**config.mk**
```make
export PLATFORM = sky130hd
export DESIGN_NAME = dsm_cfg_ctrl_flat
export DESIGN_NICKNAME = d
export VERILOG_FILES = /design/src/rtl/dsm_cfg_ctrl_if.sv /design/src/rtl/dsm_cfg_ctrl.sv /design/src/flat_wrapper.sv
export SDC_FILE = /design/constraint.sdc
export NUM_CORES = 1
export LEC_CHECK = 0
export BUFFER_PORTS_ARGS = -buffer_cell sky130_fd_sc_hd__clkbuf_2
export CORE_AREA = 2 2 64 66
export CTS_BUF_LIST = sky130_fd_sc_hd__clkbuf_8
export DETAILED_ROUTE_END_ITERATION = 12
export DIE_AREA = 0 0 66 68
export SLEW_MARGIN = 20
export SYNTH_ARGS = -nofsm -noshare
export SYNTH_HDL_FRONTEND = slang
export SYNTH_SLANG_ARGS = --single-unit
export TNS_END_PERCENT = 20
```
**constraint.sdc**
```tcl
create_clock -name clk_dsm -period 5.04 [get_ports clk_dsm]
set_input_delay 1.008 -clock clk_dsm [delete_from_list [all_inputs] [get_ports clk_dsm]]
set_output_delay 1.008 -clock clk_dsm [all_outputs]
set_load 0.005 [all_outputs]
```
**src/rtl/dsm_cfg_ctrl_if.sv**
```systemverilog
// rtl/dsm_cfg_ctrl_if.sv - request handshake, serial programming and readback signals of dsm_cfg_ctrl
interface dsm_cfg_ctrl_if;
    logic       req_valid;
    logic [8:0] req_word;
    logic       req_ready;
    logic       sclk;
    logic       sdata;
    logic       en;
    logic       busy;
    logic       done;
    logic [8:0] rb_word;
    logic       rb_err;

    modport master (
        output req_valid,
        output req_word,
        output rb_word,
        input  req_ready,
        input  sclk,
        input  sdata,
        input  en,
        input  busy,
        input  done,
        input  rb_err
    );

    modport slave (
        input  req_valid,
        input  req_word,
        input  rb_word,
        output req_ready,
        output sclk,
        output sdata,
        output en,
        output busy,
        output done,
        output rb_err
    );
endinterface

```
**src/rtl/dsm_cfg_ctrl.sv**
```systemverilog
// rtl/dsm_cfg_ctrl.sv - serial shift-register programmer for the DSM config word (optional readback check: DSM_CFG_READBACK_EN)
module dsm_cfg_ctrl #(
    parameter int CLK_DIV = 2
) (
    input  logic         clk_dsm,
    input  logic         rst_n,
    dsm_cfg_ctrl_if.slave bus
);

    typedef enum logic [2:0] {
        S_IDLE     = 3'd0,
        S_SETUP    = 3'd1,
        S_SHIFT_HI = 3'd2,
        S_SHIFT_LO = 3'd3,
        S_DONE     = 3'd4
    } state_t;

    // Every phase lasts CLK_DIV cycles: the divider counts CLK_DIV-1 down to 0.
    localparam logic [7:0] DIV_RELOAD = 8'(CLK_DIV - 1);

    state_t     state;
    logic [8:0] shadow;
    logic [3:0] bit_cnt;
    logic [7:0] div_cnt;

    logic       sclk_q;
    logic       sdata_q;
    logic       en_q;
    logic       busy_q;
    logic       done_q;
    logic       req_ready_q;

    logic       accept;
    logic       phase_end;
    logic [3:0] lo_idx;
    logic       lo_bit;

    assign accept    = bus.req_valid & req_ready_q;
    assign phase_end = (div_cnt == 8'd0);

    // Bit presented on entry to SHIFT_LO: the next lower bit, or 0 once bit 0 has been clocked (hold phase).
    assign lo_idx = bit_cnt - 4'd1;
    assign lo_bit = (bit_cnt == 4'd0) ? 1'b0 : shadow[lo_idx];

    // Main FSM; all pins are registered here so sclk/sdata/en come straight from flops.
    always_ff @(posedge clk_dsm or negedge rst_n) begin
        if (!rst_n) begin
            state       <= S_IDLE;
            shadow      <= 9'd0;
            bit_cnt     <= 4'd0;
            div_cnt     <= 8'd0;
            sclk_q      <= 1'b0;
            sdata_q     <= 1'b0;
            en_q        <= 1'b0;
            busy_q      <= 1'b0;
            done_q      <= 1'b0;
            req_ready_q <= 1'b1;
        end else begin
            done_q <= 1'b0;
            case (state)
                S_IDLE, S_DONE: begin
                    if (accept) begin
                        state       <= S_SETUP;
                        shadow      <= bus.req_word;
                        bit_cnt     <= 4'd8;
                        div_cnt     <= DIV_RELOAD;
                        en_q        <= 1'b1;
                        sclk_q      <= 1'b0;
                        sdata_q     <= bus.req_word[8];
                        busy_q      <= 1'b1;
                        req_ready_q <= 1'b0;
                    end else begin
                        state       <= S_IDLE;
                        en_q        <= 1'b0;
                        sclk_q      <= 1'b0;
                        sdata_q     <= 1'b0;
                        busy_q      <= 1'b0;
                        req_ready_q <= 1'b1;
                    end
                end
                S_SETUP: begin
                    if (phase_end) begin
                        state   <= S_SHIFT_HI;
                        div_cnt <= DIV_RELOAD;
                        sclk_q  <= 1'b1;
                    end else begin
                        div_cnt <= div_cnt - 8'd1;
                    end
                end
                S_SHIFT_HI: begin
                    if (phase_end) begin
                        state   <= S_SHIFT_LO;
                        div_cnt <= DIV_RELOAD;
                        sclk_q  <= 1'b0;
                        sdata_q <= lo_bit;
                    end else begin
                        div_cnt <= div_cnt - 8'd1;
                    end
                end
                S_SHIFT_LO: begin
                    if (phase_end) begin
                        if (bit_cnt != 4'd0) begin
                            state   <= S_SHIFT_HI;
                            bit_cnt <= bit_cnt - 4'd1;
                            div_cnt <= DIV_RELOAD;
                            sclk_q  <= 1'b1;
                        end else begin
                            state       <= S_DONE;
                            en_q        <= 1'b0;
                            sclk_q      <= 1'b0;
                            sdata_q     <= 1'b0;
                            done_q      <= 1'b1;
                            req_ready_q <= 1'b1;
                        end
                    end else begin
                        div_cnt <= div_cnt - 8'd1;
                    end
                end
                default: begin
                    state       <= S_IDLE;
                    en_q        <= 1'b0;
                    sclk_q      <= 1'b0;
                    sdata_q     <= 1'b0;
                    busy_q      <= 1'b0;
                    req_ready_q <= 1'b1;
                end
            endcase
        end
    end

    assign bus.sclk      = sclk_q;
    assign bus.sdata     = sdata_q;
    assign bus.en        = en_q;
    assign bus.busy      = busy_q;
    assign bus.done      = done_q;
    assign bus.req_ready = req_ready_q;

`ifdef DSM_CFG_READBACK_EN
    logic rb_err_q;

    // Sticky mismatch flag: set from the DONE-cycle compare, cleared by the next accepted word.
    always_ff @(posedge clk_dsm or negedge rst_n) begin
        if (!rst_n) begin
            rb_err_q <= 1'b0;
        end else if (state == S_DONE && bus.rb_word != shadow) begin
            rb_err_q <= 1'b1;
        end else if (accept) begin
            rb_err_q <= 1'b0;
        end
    end

    assign bus.rb_err = rb_err_q;
`else
    logic unused_rb;
    assign unused_rb  = ^bus.rb_word;
    assign bus.rb_err = 1'b0;
`endif

endmodule

```
**src/flat_wrapper.sv**
```systemverilog
// flat-port wrapper written by rule: the top's interface ports become plain ports
module dsm_cfg_ctrl_flat 
#(
    parameter int CLK_DIV = 2
)
  (clk_dsm, rst_n, bus_req_valid, bus_req_word, bus_rb_word, bus_req_ready, bus_sclk, bus_sdata, bus_en, bus_busy, bus_done, bus_rb_err);
  dsm_cfg_ctrl_if bus_i ();
  input  logic clk_dsm;
  input  logic rst_n;
  input wire logic [$bits(bus_i.req_valid)-1:0] bus_req_valid;
  input wire logic [$bits(bus_i.req_word)-1:0] bus_req_word;
  input wire logic [$bits(bus_i.rb_word)-1:0] bus_rb_word;
  output wire logic [$bits(bus_i.req_ready)-1:0] bus_req_ready;
  output wire logic [$bits(bus_i.sclk)-1:0] bus_sclk;
  output wire logic [$bits(bus_i.sdata)-1:0] bus_sdata;
  output wire logic [$bits(bus_i.en)-1:0] bus_en;
  output wire logic [$bits(bus_i.busy)-1:0] bus_busy;
  output wire logic [$bits(bus_i.done)-1:0] bus_done;
  output wire logic [$bits(bus_i.rb_err)-1:0] bus_rb_err;
  assign bus_i.req_valid = bus_req_valid;
  assign bus_i.req_word = bus_req_word;
  assign bus_i.rb_word = bus_rb_word;
  assign bus_req_ready = bus_i.req_ready;
  assign bus_sclk = bus_i.sclk;
  assign bus_sdata = bus_i.sdata;
  assign bus_en = bus_i.en;
  assign bus_busy = bus_i.busy;
  assign bus_done = bus_i.done;
  assign bus_rb_err = bus_i.rb_err;
  dsm_cfg_ctrl #(.CLK_DIV(CLK_DIV)) u_core (.clk_dsm(clk_dsm), .rst_n(rst_n), .bus(bus_i));
endmodule
```
==> results of run 1 <==
==> Yosys cell counts (all sizes together), types with 3 or more instances <==
library cell	n
buf	3
nand2	35
nor3	7
o21ai	3
a21oi	6
a21o	3
clkbuf	6
nor4	3
inv	9
o22ai	3
ha	3
nor2	6
dfrtp	29
mux2i	4
==> logic make-up after synthesis <==
logic type | count (synthesis) | synth area share [%]
compound gates | 33 | 15.5
other cells | 1 | 0.236
mux | 6 | 5.35
flops | 30 | 47.3
fa+ha+maj | 3 | 2.36
xor+xnor | 4 | 2.20
buf+inv | 18 | 4.80
simple gates | 69 | 22.3
==> how the worst min path moves through the flow <==
stage / startpoint / endpoint / cells after the start
after floorplan: u_core.shadow[1]$_DFFE_PN0P_ / u_core.shadow[1]$_DFFE_PN0P_ / 2
after global placement: u_core.shadow[7]$_DFFE_PN0P_ / u_core.shadow[7]$_DFFE_PN0P_ / 2
after detailed placement: u_core.shadow[1]$_DFFE_PN0P_ / u_core.shadow[1]$_DFFE_PN0P_ / 2
after CTS: u_core.shadow[1]$_DFFE_PN0P_ / u_core.shadow[1]$_DFFE_PN0P_ / 2
after global routing: u_core.shadow[1]$_DFFE_PN0P_ / u_core.shadow[1]$_DFFE_PN0P_ / 2
final: u_core.shadow[1]$_DFFE_PN0P_ / u_core.shadow[1]$_DFFE_PN0P_ / 2
==> sequential cells by signal (all words and copies together) (netlist names) <==
signal                count
u_core.bus.sdata          1
u_core.div_cnt            8
u_core.bit_cnt            4
u_core.bus.en             1
u_core.bus.sclk           1
u_core.bus.req_ready      1
u_core.state              3
u_core.shadow             9
u_core.bus.done           1
u_core.bus.busy           1
==> through the flow <==
stage | instances | hold WS, ns | util [%] | worst slack, ns | power (mW)
floorplan | 164 | 0.440 | - | 2.93 | 0.809
global placement | 222 | 0.456 | 44.0 | 2.61 | 0.903
detailed placement | 222 | 0.461 | 44.0 | 2.61 | 0.925
CTS | 230 | 0.479 | 46.8 | 2.61 | 1.17
global route | 230 | 0.498 | 46.8 | 2.47 | 1.26
finish | 230 | 0.476 | 46.8 | 2.58 | 1.16
==> worst max-delay path, stage by stage, from the launching register on <==
cell and delay (ns):
dfrtp_1 0.41, inv_1 0.09, ha_1 0.16, or4b_1 0.60
o21ai_0 0.76, nor3_1 0.11, a21o_2 0.21
==> final cells by class <==
cell class	instances	area (um2)	area share [%]
Clock buffer	5	68.8	3.81
Clock inverter	3	40.0	2.22
Inverter	9	33.8	1.87
Multi-Input combinational cell	116	762	42.2
Sequential cell	30	752	41.7
Tap cell	50	62.6	3.47
Timing Repair Buffer	17	85.1	4.72
==> power groups by stage <==
stage	logic, mW	registers, mW	clock network (mW)
floorplan	0.387	0.422	0
global placement	0.442	0.461	0
detailed placement	0.455	0.470	0
CTS	0.460	0.464	0.245
global route	0.513	0.486	0.261
finish	0.457	0.466	0.236
==> routing by layer <==
metal | vias up | track usage (%)
met5 | - | 0
met4 | 0 | 7.40
met3 | 5 | 5.10
met2 | 25 | 25.1
met1 | 603 | 23.4
li1 | 610 | -
==> impl_metrics.csv, run 1 <==
group,metric,value,unit
drt,viasPerCell,5.40,
cts,clock-sinks,30,
critical_path,crit_required,5.21,ns
critical_path,r2r-start,"u_core.div_cnt[0]$_DFFE_PN0P_",
sta,worst_pin_slew,0.876,ns
cts,cts_buffers,5,
finish,syn2layout_area_growth,13.5,%
placed_design,gp_congestion,0.849,
synthesis,synth_top_area_share,45.6,%
critical_path,crit_path_start,"u_core.div_cnt[0]$_DFFE_PN0P_",
placed_design,place_area,1700,um2
critical_path,crit_path_start_kind,"flip-flop",
drt,drt_iter0_markers,53,
synthesis,synthCells,164,
drt,wirelength,3320,um
synthesis,ys_ff_latch,30,
floorplan,num_rows,23,
grt,grt_pass1_vias,1146,
pwr,power_switching,440,uW
synthesis,synthArstFlopShare,100,%
finish,drive_above_1_share,21.1,%
floorplan,core,3860,um2
sta,clock-skew-final,0.00574,ns
finish,layout_commonest_cell,"nand2_1",
drt,drc,0,
grt,antenna_found_initial,0,
grt,grt_start_max_net_pins,31,
cts,cts_hold_buf,0,
synthesis,synth-edff-count,0,
sta,period_needed,2.46,ns
synthesis,yosysTopAreaCell,"dfrtp_1",
pwr,clkPwrFrac,20.4,%
finish,fill_cells,385,
sta,hold_violations,0,
cts,cts-root-buf,"clkbuf_8",
grt,track_usage,17.1,%
finish,nNetsFinal,203,
synthesis,avgSynthCellArea,9.70,um2
finish,layout_common_cells,"35 x nand2_1, 29 x dfrtp_1, 17 x clkbuf_2",
pwr,power_frac_seq,40.2,%
synthesis,yosysWarnings,0,
critical_path,reg2reg_depth,6,
placed_design,dp_hpwl,2380,um
critical_path,worstSetupPathType,"reg2reg",
cts,clk_pin_slew,0.07,ns
critical_path,end_kind,"flip-flop",
drt,wl_per_cell,14.4,um
drt,wl_met1,1580,um
pwr,netSwitchingFraction,38.0,%
status,status,"finished, final reports clean",
grt,grt_overflow,0,
placed_design,io_buffers,17,
floorplan,die_w,66,um
finish,fin_area,1800,um2
grt,grt_pass1_wl,5620,um
min_path,hold_class,"reg2reg",
drt,detail-route-antenna-nets,0,
sta,setup_tns,0,ns
drt,vias,1243,
cts,cts_max_level,2,
finish,diodes,0,
sta,rsz0062_at_grt,"no",
cts,cts_tree,"built",
floorplan,die-area,4490,um2
pwr,combPwrFrac,39.4,%
synthesis,synthFlopType,"dfrtp_1",
drt,firstDrtPassIters,4,
synthesis,synth_area_leaders,"dfrtp_1 46%, nand2_1 8.3%, mux4_2 2.8%, mux2i_1 2.5%, ha_1 2.4%",
drt,wl_met2,1550,um
critical_path,worstReg2RegEnd,"u_core.div_cnt[5]$_DFFE_PN0P_",
synthesis,syn-num-nets,188,
critical_path,endpoint,"u_core.div_cnt[5]$_DFFE_PN0P_",
synthesis,seq_area_frac_synth,47.3,%
cts,clk_path_buf_depth,2,
flow_run,cap_violations,0,
sta,max_freq,0.407,GHz
drt,dr_wl_met3,148,um
critical_path,cp.arrival,2.63,ns
pwr,max-vdd-ir-drop,308,uV
cts,cts_setup_buffers,0,
cts,clk_latency,0.28,ns
drt,dr.max_layer_used,"met4",
synthesis,syn_area,1590,um2
critical_path,rrSetupSlack,2.58,ns
sta,slew_viol_final,0,
pwr,power_density,643,nW/um2
sta,fin_crit_sh,48.8,%
floorplan,io_pins,28,
floorplan,start_util,41.2,%
pwr,leakage,0.871,nW
synthesis,ys_types,51,
sta,setup_viol,0,
floorplan,die_y,68,um
cts,cts.repair.resized,0,
critical_path,worst-path-max-fanout,6,
sta,slew_headroom,41.0,%
pwr,internal_power,719,uW
Power figures use the tool's default switching activity.
==> run 2, diff against run 1 <==
- ABC_AREA: default -> 1
- CORE_AREA: 2 2 64 66 -> 2 2 63 65
- DIE_AREA: 0 0 66 68 -> 0 0 65 67
- clock period: 5.04 -> 2.5 ns (I/O delays scaled with it)
==> run 2 against run 1 <==
Clock skew is 0.00061 ns lower. Cell count is 20% higher. Highest routed layer unchanged. Largest power group unchanged. Critical endpoint unchanged. Combinational power is 96% lower. Maximum frequency is 48% higher. Count of clock-buffer cells in the layout is 1 higher. Setup slack worse by 1.7 ns. Total power is 22% lower.
==> impl_metrics.csv, run 2 <==
group,metric,value,unit
synthesis,synthCells,203,
floorplan,start_util,43.9,%
drt,firstDrtPassIters,4,
finish,nNetsFinal,251,
synthesis,syn_area,1580,um2
drt,detail-route-antenna-nets,0,
cts,clk_path_buf_depth,2,
finish,fin_area,1820,um2
synthesis,synth-edff-count,0,
synthesis,synthMostInstantiatedCell,"nand2_1",
cts,cts.repair.resized,0,
floorplan,num_rows,22,
sta,period_needed,1.67,ns
critical_path,crit_path_start_kind,"flip-flop",
sta,setup_viol,0,
critical_path,crit_path_frequent_cell,"nand2_1",
placed_design,gp_congestion,0.837,
cts,cts_max_level,2,
drt,wl_per_cell,11.3,um
synthesis,avgSynthCellArea,7.79,um2
drt,drc,0,
synthesis,synth_top_area_share,45.9,%
grt,busiest_layer,"met2",
status,status,"finished, final reports clean",
synthesis,synth_area_leaders,"dfrtp_1 46%, nand2_1 17%, nand3_1 6.3%, inv_1 4.7%, o21ai_0 4.1%",
cts,cts_setup_buffers,0,
critical_path,max_stage_delay,0.44,ns
sta,rsz0062_at_grt,"no",
finish,diodes,0,
sta,fin_ws,0.835,ns
grt,grt_overflow,0,
floorplan,die_y,67,um
grt,track_usage,17.6,%
grt,antenna_found_initial,0,
sta,worst_pin_slew,0.764,ns
critical_path,worst_path_max_delay_cell,"dfrtp_1",
floorplan,die_w,65,um
cts,cts-root-buf,"clkbuf_8",
grt,grt_pass1_vias,1329,
critical_path,crit_required,2.70,ns
pwr,leakage,0.894,nW
sta,slew_headroom,49.1,%
placed_design,post-place-ws,0.852,ns
floorplan,die-area,4360,um2
grt,use_met2,26.2,%
sta,slew_viol_final,0,
grt,grt_start_max_net_pins,31,
critical_path,rrSetupSlack,0.83,ns
critical_path,path_cells,"clkinv_1, ha_1, nand3_1, nand2_1, nand2_1, nor2_2, nand2_4, nor2_8, nand2_1, o21ai_0",
finish,layout_common_cells,"70 x nand2_1, 29 x dfrtp_1, 21 x inv_1",
synthesis,synth.cells.most_frequent,"70 x nand2_1, 29 x dfrtp_1, 20 x inv_1, 20 x nand3_1, 13 x o21ai_0",
finish,reg_top3,"u_core.shadow: 9 flops, u_core.div_cnt: 8 flops, u_core.bit_cnt: 4 flops",
synthesis,syn-num-nets,227,
critical_path,worstSetupPathType,"reg2reg",
pwr,max-vdd-ir-drop,262,uV
cts,clk_latency,0.28,ns
sta,hold_violations,0,
floorplan,core,3610,um2
synthesis,ys_types,28,
critical_path,end_kind,"flip-flop",
synthesis,synthArstFlopShare,100,%
pwr,power_density,497,nW/um2
cts,cts_hold_buf,0,
synthesis,ys_ff_latch,30,
finish,syn2layout_area_growth,15.1,%
drt,wirelength,3110,um
cts,cts_buffers,5,
placed_design,io_buffers,17,
critical_path,cp.arrival,1.87,ns
sta,clock-skew-final,0.00514,ns
flow_run,cap_violations,0,
synthesis,seq_area_frac_synth,47.5,%
min_path,hold_class,"in2async",
placed_design,dp_hpwl,2220,um
grt,grt_pass1_wl,5700,um
placed_design,place_area,1730,um2
finish,largest-register,"u_core.shadow",
drt,drt_iter0_markers,79,
cts,clk_pin_slew,0.07,ns
drt,viasPerCell,4.74,
synthesis,yosysTopAreaCell,"dfrtp_1",
drt,vias,1308,
sta,setup_tns,0,ns
sta,fin_crit_sh,66.6,%
finish,largest_reg_flops,9,
finish,drive_above_1_share,18.9,%
sta,max_freq,0.601,GHz
finish,layout_commonest_cell,"nand2_1",
synthesis,yosysWarnings,0,
synthesis,synthFlopType,"dfrtp_1",
grt,met3_usage,4.05,%
cts,cts_tree,"built",
critical_path,worst-path-max-fanout,8,
grt,grt_use_met1,23.2,%
cts,clock-sinks,30,
floorplan,io_pins,28,
## run 2: changes by cell type in the layout (fill, tap and decap cells not counted), moves of 3 or more
cell	previous run	this run
mux2i_1	4	0
a21oi_1	6	3
nor2_1	6	12
nor3_1	7	1
nor2_2	0	3
nand3_1	2	20
nand2_1	35	70
nor2_4	0	4
inv_2	0	3
o21ai_0	3	13
inv_1	9	21
## run 2: path summary, 6_finish.rpt
kind | start | end | cells past startpoint
worst max-delay path | u_core.bit_cnt[0]$_DFFE_PN0P_ | u_core.div_cnt[5]$_DFFE_PN0P_ | 10
worst min-delay path | rst_n | u_core.bit_cnt[2]$_DFFE_PN0P_ | 1
worst max register to register | u_core.bit_cnt[0]$_DFFE_PN0P_ | u_core.div_cnt[5]$_DFFE_PN0P_ | 10
worst min register to register | u_core.shadow[6]$_DFFE_PN0P_ | u_core.shadow[6]$_DFFE_PN0P_ | 2
max in group asynchronous | rst_n | u_core.shadow[2]$_DFFE_PN0P_ | 1
min in group clk_dsm | bus_req_word[5] | u_core.shadow[5]$_DFFE_PN0P_ | 3
## run 2: layer usage
metal	wire [um]	up-vias
li1	-	687
met1	1630	595
met2	1300	19
met3	100	7
met4	79	0
met5	0	-
## run 2: worst max-delay path: cells and delay by family (launching register included)
family,cells,cell delay (ns)
compound gates,1,0.08
fa+ha+maj,1,0.19
buf+inv,1,0.09
flops,1,0.44
simple gates,7,0.78
## run 2: metrics by stage
step	hold WS (ns)	total power, mW	utilization, %	instances
after floorplan	0.204	0.497	-	203
after global placement	0.458	0.513	48.0	268
after detailed placement	0.458	0.514	48.0	268
after CTS	0.298	0.916	50.5	276
after global routing	0.333	0.940	50.5	276
final	0.273	0.905	50.5	276
## run 2: cells by family after synthesis
group           count (synthesis)  synth area share [%]
simple gates                  118                  34.7
flops                          30                  47.5
buf+inv                        27                  6.72
compound gates                 23                  7.91
fa+ha+maj                       3                  2.37
xor+xnor                        1                 0.554
other cells                     1                 0.237
## run 2: report_power, final
part / switching, mW / internal [mW] / total [mW] / leakage [nW]
registers: 0 / 0.486 / 0.486 / 0.349
logic: 0.0121 / 0.00613 / 0.0182 / 0.492
clock network: 0.184 / 0.218 / 0.401 / 0.0524
## run 2: area by class of cell
cell class	instances	area, um2
Fill cell	377	1790
Sequential cell	30	752
Multi-Input combinational cell	146	723
Timing Repair Buffer	19	100
Inverter	25	93.8
Clock buffer	6	82.6
Tap cell	48	60.1
Clock inverter	2	8.76
==> run 3, diff against run 2 <==
- clock period: 2.5 -> 1.55 ns (I/O delays scaled with it)
==> run 3 against run 2 <==
Design area up 9.1%. Count of clock-buffer cells in the layout is the same. Clock skew is 0.0022 ns higher. Non-clock buffer count up 17. Maximum frequency up 13%. Setup slack got worse by 0.76 ns. Clock power up 60%. Die area did not move. Critical path depth stayed put. Largest cell class is now multi-input gates. Highest routed layer unchanged.
==> impl_metrics.csv, run 3 (synthesized netlist as in run 2, its figures left out) <==
group,metric,value,unit
critical_path,crit_required,1.74,ns
finish,multiInputGateArea,763,um2
critical_path,crit_path_frequent_cell,"inv_2",
sta,slew_viol_final,0,
finish,largest-register,"u_core.shadow",
finish,drive_above_1_share,29.0,%
critical_path,worst-path-max-fanout,8,
cts,cts_tree,"built",
min_path,hold_class,"in2async",
sta,period_needed,1.47,ns
sta,fin_crit_sh,95.2,%
finish,stdcell_count,293,
drt,vias,1396,
drt,wirelength,3450,um
floorplan,core,3610,um2
floorplan,die_w,65,um
cts,clock-sinks,30,
critical_path,path_cells,"inv_2, ha_1, nand3_2, nor2_4, nor2_2, inv_2, nand2_4, nor2_8, nand2_1, o21ai_0",
flow_run,cap_violations,0,
status,status,"finished, final reports clean",
floorplan,start_util,43.9,%
critical_path,critical-path-top-delay-family,"simple AND/OR/NAND/NOR gates",
grt,grt_pass1_vias,1382,
grt,grt_overflow,0,
grt,antenna_found_initial,0,
sta,hold_slack,0.0226,ns
cts,cts_hold_buf,0,
cts,clk_pin_slew,0.07,ns
drt,drt_iter0_markers,85,
cts,cts_max_level,2,
cts,cts-root-buf,"clkbuf_8",
sta,setup_viol,0,
grt,track_usage,18.4,%
finish,largest_reg_flops,9,
critical_path,crit_buf_inv,2,
placed_design,gp_congestion,0.823,
cts,cts_buffers,5,
finish,nNetsFinal,268,
drt,wl_per_cell,11.8,um
finish,reg_top3,"u_core.shadow: 9 flops, u_core.div_cnt: 8 flops, u_core.bit_cnt: 4 flops",
finish,fill_cells,353,
floorplan,die_y,67,um
cts,clk_latency,0.29,ns
critical_path,max_stage_delay,0.41,ns
sta,max_freq,0.678,GHz
sta,hold_violations,0,
drt,firstDrtPassIters,4,
sta,clock-skew-final,0.00730,ns
finish,layout_common_cells,"67 x nand2_1, 29 x dfrtp_1, 19 x inv_1, 19 x buf_4, 18 x nand3_1",
critical_path,end_kind,"flip-flop",
drt,viasPerCell,4.76,
critical_path,worst_path_max_delay_cell,"dfrtp_1",
finish,regArea,752,um2
cts,clk_path_buf_depth,2,
pwr,leakage,0.980,nW
critical_path,cp.arrival,1.67,ns
floorplan,num_rows,22,
drt,drc,0,
placed_design,dp_cells,280,
grt,grt_start_max_net_pins,31,
finish,layout_commonest_cell,"nand2_1",
finish,diodes,0,
placed_design,io_buffers,17,
placed_design,dp_hpwl,2380,um
drt,detail-route-antenna-nets,0,
floorplan,die-area,4360,um2
pwr,max-vdd-ir-drop,429,uV
pwr,power_density,734,nW/um2
floorplan,io_pins,28,
critical_path,crit_path_start_kind,"flip-flop",
grt,grt_pass1_wl,5990,um
finish,syn2layout_area_growth,25.6,%
critical_path,worstSetupPathType,"reg2reg",
[run 3: layout make-up]
class	count	area share, %
multi-input cells	146	38.4
flip-flops and latches	30	37.8
repair buffers	36	11.5
inverters	25	4.72
clock buffers	6	4.16
well taps	48	3.02
clock inverters	2	0.378
[run 3: metal layers]
metal	part of all wire (%)	GRT usage [%]	wire, um
met1	46	22.8	1590
met2	47	30.2	1630
met3	4.4	3.55	153
met4	2.2	9.84	75
met5	0	0	0
[run 3: final timing paths]
check	from	endpoint	slack (ns)	cells after the start
setup / recovery	u_core.div_cnt[1]$_DFFE_PN0P_	u_core.div_cnt[3]$_DFFE_PN0P_	0.08	10
max in group asynchronous	rst_n	u_core.bus.req_ready$_DFFE_PN1P_	1.20	2
hold / removal	rst_n	u_core.shadow[8]$_DFFE_PN0P_	0.02	2
hold reg to reg	u_core.shadow[6]$_DFFE_PN0P_	u_core.shadow[6]$_DFFE_PN0P_	0.47	2
min in group clk_dsm	bus_req_word[5]	u_core.shadow[5]$_DFFE_PN0P_	0.22	3
setup reg to reg	u_core.div_cnt[1]$_DFFE_PN0P_	u_core.div_cnt[3]$_DFFE_PN0P_	0.08	10
[run 3: through the flow]
step	power (mW)	setup slack [ns]	TNS [ns]	utilization (%)	cell area [um2]
after floorplan	0.801	0.00140	0	-	1580
after global placement	0.830	0.0381	0	50.5	1820
after detailed placement	0.830	-0.00708	-0.0131	50.5	1820
after CTS	1.48	0.00523	0	53.9	1940
after global routing	1.51	-0.0213	-0.0300	55.1	1990
final	1.46	0.0751	0	55.1	1990
[run 3: power by group]
group | internal [mW] | switching, mW | leakage (nW)
clock | 0.348 | 0.294 | 0.0538
sequential | 0.783 | 0 | 0.349
combinational | 0.0116 | 0.0201 | 0.577
[run 3: what timing repair did]
action                                  CTS  global route
resized for setup                         4            11
gates cloned                              0             0
endpoints found under the setup margin    2            16
pin swaps                                 4             4
buffers inserted                          2             3
[run 3: worst register-to-register path: stages (launching register included)]
cell and delay [ns]:
dfrtp_1 0.41, inv_2 0.07, ha_1 0.16, nand3_2 0.10, nor2_4 0.14, nor2_2 0.08, inv_2 0.07, nand2_4 0.06
nor2_8 0.15, nand2_1 0.07, o21ai_0 0.09
